File: src/rtl/multi_timer.sv
// rtl/multi_timer.sv - N independent down-counting timers with tick, toggle and busy outputs
module multi_timer #(
  parameter int N_CH  = 3,
  parameter int CNT_W = 22
) (
  input  logic                  i_clk,
  input  logic                  i_rst,
  input  logic [N_CH-1:0]       i_start,
  input  logic [N_CH-1:0]       i_stop,
  input  logic [N_CH-1:0]       i_oneshot,
  input  logic [N_CH*CNT_W-1:0] i_period,
  output logic [N_CH-1:0]       o_tick,
  output logic [N_CH-1:0]       o_toggle,
  output logic [N_CH-1:0]       o_busy,
  output logic [N_CH*CNT_W-1:0] o_count
);

  typedef enum logic {
    ST_IDLE = 1'b0,
    ST_RUN  = 1'b1
  } state_t;

  localparam logic [CNT_W-1:0] ONE = {{(CNT_W-1){1'b0}}, 1'b1};

  state_t           state_q [N_CH];
  state_t           state_d [N_CH];
  logic [CNT_W-1:0] cnt_q   [N_CH];
  logic [CNT_W-1:0] cnt_d   [N_CH];
  logic [CNT_W-1:0] per_q   [N_CH];
  logic [CNT_W-1:0] per_d   [N_CH];
  logic [N_CH-1:0]  mode_q, mode_d;
  logic [N_CH-1:0]  tick_q, tick_d;
  logic [N_CH-1:0]  tog_q, tog_d;

  // Reload value: a period of zero behaves like a period of one.
  function automatic logic [CNT_W-1:0] p_minus1(input logic [CNT_W-1:0] p);
    return (p == '0) ? '0 : (p - ONE);
  endfunction

  // Per-channel next state: stop beats start, start beats expiry.
  always_comb begin
    for (int k = 0; k < N_CH; k++) begin
      state_d[k] = state_q[k];
      cnt_d[k]   = cnt_q[k];
      per_d[k]   = per_q[k];
      mode_d[k]  = mode_q[k];
      tog_d[k]   = tog_q[k];
      tick_d[k]  = 1'b0;
      if (i_stop[k]) begin
        state_d[k] = ST_IDLE;
      end else if (i_start[k]) begin
        per_d[k]   = i_period[k*CNT_W +: CNT_W];
        mode_d[k]  = i_oneshot[k];
        cnt_d[k]   = p_minus1(i_period[k*CNT_W +: CNT_W]);
        state_d[k] = ST_RUN;
      end else if (state_q[k] == ST_RUN) begin
        if (cnt_q[k] == '0) begin
          tick_d[k] = 1'b1;
          tog_d[k]  = ~tog_q[k];
          if (mode_q[k]) begin
            state_d[k] = ST_IDLE;
          end else begin
            cnt_d[k] = p_minus1(per_q[k]);
          end
        end else begin
          cnt_d[k] = cnt_q[k] - ONE;
        end
      end
    end
  end

  // State registers with synchronous reset that dominates all strobes.
  always_ff @(posedge i_clk) begin
    if (i_rst) begin
      for (int k = 0; k < N_CH; k++) begin
        state_q[k] <= ST_IDLE;
        cnt_q[k]   <= '0;
        per_q[k]   <= '0;
      end
      mode_q <= '0;
      tick_q <= '0;
      tog_q  <= '0;
    end else begin
      for (int k = 0; k < N_CH; k++) begin
        state_q[k] <= state_d[k];
        cnt_q[k]   <= cnt_d[k];
        per_q[k]   <= per_d[k];
      end
      mode_q <= mode_d;
      tick_q <= tick_d;
      tog_q  <= tog_d;
    end
  end

  // Pack per-channel registers onto the output buses.
  always_comb begin
    o_count = '0;
    o_busy  = '0;
    for (int k = 0; k < N_CH; k++) begin
      o_count[k*CNT_W +: CNT_W] = cnt_q[k];
      o_busy[k]                 = (state_q[k] == ST_RUN);
    end
  end

  assign o_tick   = tick_q;
  assign o_toggle = tog_q;

endmodule

File: config.mk
export PLATFORM = sky130hd
export DESIGN_NAME = multi_timer
export DESIGN_NICKNAME = d
export VERILOG_FILES = /design/src/rtl/multi_timer.sv
export SDC_FILE = /design/constraint.sdc
export NUM_CORES = 1
export LEC_CHECK = 0
export ABC_AREA = 1
export CORE_MARGIN = 5
export CORE_UTILIZATION = 31
export CTS_CLUSTER_SIZE = 25
export DETAILED_ROUTE_END_ITERATION = 6
export MAX_ROUTING_LAYER = met4
export PLACE_DENSITY = 0.61
export SYNTH_ARGS = -nofsm -noshare
export SYNTH_HDL_FRONTEND = slang
export SYNTH_SLANG_ARGS = --single-unit
File: constraint.sdc
create_clock -name i_clk -period 5.18 [get_ports i_clk]
set_input_delay 1.036 -clock i_clk [delete_from_list [all_inputs] [get_ports i_clk]]
set_output_delay 1.036 -clock i_clk [all_outputs]
set_load 0.01 [all_outputs]
==> impl_results.rst <==
.. list-table::
   :header-rows: 1

   * - Metric
     - Value
   * - Outcome
     - finished clean
   * - Final Critical Period
     - between 3 and 4 ns
   * - Number of max-cap violations
     - 0
   * - Signal arrival time at the worst endpoint
     - between 3 and 4 ns
   * - Routed WL
     - between 40 and 50 mm
   * - Synth Register Bits
     - 144
   * - Unrepaired setup endpoints after global routing
     - no
   * - Element type at the critical path start
     - input port
   * - Clock Path Buffers
     - 2
   * - Area of the multi-input gates
     - 7360 µm²
   * - Final cell area excluding filler cells
     - 13900 µm²
   * - Hold Path Class
     - flip-flop to flip-flop
   * - Synth async-reset ratio
     - 0%
   * - Rel. slew slack
     - a little over a fifth
   * - Total congestion overflow
     - 0
   * - Clock root buffer
     - clkbuf_16
   * - Critical setup path kind
     - input port to flip-flop
   * - Final Hold Viols
     - 0
   * - Critical register-to-register path startpoint
     - cnt_q[0][22]
   * - Slew at the pin closest to its max-slew limit
     - about 1.2 ns
   * - Cell with the most instances on the worst path
     - inv_2
   * - Sink Count
     - roughly 140
   * - Part of the cycle the worst path needs
     - between 60 and 70%
   * - Number of DRC violations after detailed-routing iteration 0
     - 1163
   * - Clock network latency to the later pin of the worst-skew pair
     - between 0.4 and 0.5 ns
   * - Data required time at the worst endpoint
     - 5.55 ns
   * - TritonCTS clock tree
     - done
   * - Maximum vdd ir drop
     - between 200 and 250 µV
   * - Mux contribution to synthesized area
     - 0%
   * - Highest-count cells in the layout ignoring fill and taps
     - nand2_1 (547), nor2_1 (381), inv_1 (224)
   * - Post CTS Setup Buffer Count
     - 0
   * - Floorplan Core Area
     - roughly 37000 µm²
   * - Dominant synthesized flop cell
     - dfxtp_1
   * - Drt pass-1 iters
     - 6
   * - Total number of vias
     - approximately 13000
   * - Max Clock Skew
     - between 0.01 and 0.015 ns
   * - Share of synthesized cell area in and, or, nand and nor gates
     - 39.7%
   * - Post-Syn Area
     - ~11000 µm²
   * - Ratio of total power to cell area
     - about 270 nW/µm²
   * - Layout cells sized above 1
     - 3.71%
   * - Share of synthesized cell area in full adder, half adder and majority cells
     - 1.32%
   * - Final routed wire length divided by cell count
     - about 17 µm
   * - Count of hold-fix buffers inserted at cts
     - 0
   * - Worst Hold Launch
     - o_toggle[1]
   * - Number of instances in the synthesized netlist
     - between 1500 and 2000
   * - Number of instances resized during post-cts repair
     - 0
   * - Global-route wire length before repair
     - 67.7 mm
   * - Initial standard-cell utilization of the core
     - ~31%
   * - TNS Setup
     - 0 ns
   * - Sequential cell area
     - 2880 µm²
   * - CP Buf/Inv Count
     - 3
   * - Clock buffer count from CTS
     - 17
   * - Total routing resource utilization after global routing
     - about a fifth
   * - Fin nets
     - ~2200
   * - Register-to-Register Setup Slack
     - 2.59 ns
   * - Detailed placer's ending HPWL
     - 33.8 mm
   * - Critical path endpoint category
     - flip-flop
   * - Synth unique cells
     - 34
   * - Chain of cells forming the critical path
     - clkdlybuf4s50_1 > inv_2 > nor2_4 > inv_2 > nand2_1 > nor2_1 > a21oi_2 > o21ai_0 > a21oi_1
   * - Maximum clock frequency
     - between 200 and 300 MHz
   * - Vias in the first global route
     - roughly 12000
   * - Total number of yosys warnings
     - 0
   * - Die Outline Area
     - a little over 40000 µm²
   * - WHS Path Cells
     - 2
   * - Parity-gate share of the synthesized area counting xor and xnor cells
     - 8.44%
   * - Hold slack final
     - between 0.4 and 0.5 ns
   * - Number of enable flip-flop cells after synthesis
     - 0
   * - Crit Path Max Fanout
     - 37
   * - Signed area change from the synthesized netlist to the final layout
     - 21.4%
   * - Quantity of I/O buffers inserted on ports
     - 151
   * - Clock-pin slew on the worst setup and hold paths
     - 0.07 ns
   * - Hold worst-path end
     - o_toggle[1]
   * - Post-synth net total
     - 2086
   * - Fillers
     - between 3000 and 4000
   * - Area after detailed placement
     - roughly 13000 µm²
   * - Antenna-violating nets left
     - 0
   * - Initial antenna violation count
     - 0
   * - Total setup violations reported at the end of the flow
     - 0
   * - Die X-Extent
     - between 200 and 250 µm
   * - Count of final max-slew check failures
     - 0
   * - Leakage power of the design
     - 0.00625 µW
   * - Sequential cell area fraction in the yosys report
     - 25.3%
   * - Syn_area_per_cell
     - around 5.7 µm²
   * - Chip height
     - roughly 200 µm
   * - Max incr delay on CP
     - about 0.73 ns
   * - Most common library cell in the layout ignoring fill and taps
     - nand2_1
   * - Main combinational cell family by area after synthesis
     - simple AND/OR/NAND/NOR gates
   * - H-tree depth
     - 4
   * - DRC
     - 0
   * - Share of the synthesized area in compound gates (AO/OA/AOI/OAI)
     - 15.0%
   * - Largest delay share family, worst path
     - compound AO/OA/AOI/OAI gates
   * - Capture point of the worst reg-to-reg path
     - cnt_q[0][41]
   * - Pin count of the biggest net entering global routing
     - 76
   * - Number of vias per cell after detailed routing
     - roughly 5.0
   * - IO Pins
     - around 150
   * - Number of rows created at floorplan
     - 70
   * - Register-to-Register Path Depth
     - 10
   * - Cell at the slowest stage of the critical path
     - a21oi_2
   * - Ant. Diodes
     - 0
   * - Routability congestion estimate from global placement
     - 0.968
==> state kept, by name (all words and copies together), names as in the netlist <==
| signal | flops |
|---|---|
| cnt_q | 66 |
| state_q | 3 |
| per_q | 66 |
| o_tick | 3 |
| mode_q | 3 |
| o_toggle | 3 |
==> worst reg2reg max path, cell delays in order (launching register included) <==
cell	delay, ns
dfxtp_1	0.38
inv_1	0.12
ha_1	0.24
nand3_2	0.19
nor2_2	0.21
nand3_2	0.15
nor2_2	0.64
nand3_1	0.29
nand2_1	0.12
nand2_1	0.05
a21oi_1	0.12
==> through the flow <==
stage	total power, µW	instances	setup slack, ns	utilization [%]
global route	3960	2597	1.41	37.9
floorplan	2060	1997	2.73	-
CTS	3750	2597	1.71	37.9
finish	3730	2597	1.60	37.9
detailed placement	2470	2565	1.27	36.3
global placement	2470	2565	1.30	36.3
==> cells in the mapped netlist (16+ instances only) <==
| cell type | n | area share [%] |
|---|---|---|
| inv_1 | 224 | 7.4 |
| xor2_1 | 90 | 6.9 |
| clkbuf_1 | 30 | 0.99 |
| nor2_2 | 16 | 0.88 |
| nand2_1 | 547 | 18 |
| dfxtp_1 | 144 | 25 |
| xnor2_1 | 20 | 1.5 |
| a21oi_1 | 172 | 7.5 |
| o21ai_0 | 138 | 6.1 |
| nor2_1 | 382 | 13 |
| nand4_1 | 28 | 1.5 |
| nand3_1 | 109 | 4.8 |
==> layout make-up <==
class,instances,area share (%)
clock inverter,13,1.00
inverter,232,6.29
tap,468,4.22
clock buffer,19,3.27
timing repair buffer,157,11.3
multi-input combinational,1564,53.1
sequential,144,20.8
==> layer usage <==
layer,GRT usage [%],up-vias,share of wire [%]
met5,-,-,0
met4,6.88,0,2.6
li1,-,6543,-
met1,28.0,5892,45
met3,3.66,65,7.4
met2,33.4,513,45
==> cell families (layout without fill, tap and decap cells) <==
logic type / count (synthesis) / count (layout)
AO/OA/AOI/OAI: 333 / 333
adder cells (fa/ha/maj): 12 / 12
XOR/XNOR: 110 / 110
buffers and inverters: 289 / 421
AND/OR/NAND/NOR: 1109 / 1109
flip-flops: 144 / 144
==> how the worst max path moves through the flow <==
stage                             from            to  slack [ns]  depth (start not counted)
after floorplan           i_period[22]  cnt_q[0][43]        2.73                          9
after global placement      i_start[0]  cnt_q[0][19]        1.30                         10
after detailed placement    i_start[0]  cnt_q[0][19]        1.27                         10
after CTS                   i_start[0]   cnt_q[0][8]        1.71                          9
after global routing        i_start[0]   cnt_q[0][5]        1.41                          9
final                       i_start[0]   cnt_q[0][8]        1.60                          9
==> power breakdown <==
part	internal, µW	switching (µW)	leakage [µW]	total (µW)
logic	433	724	0.00480	1160
registers	1190	122	0.00119	1310
clock network	733	532	0.000265	1260
total	2360	1380	0.00625	3730
Power figures use the tool's default switching activity.
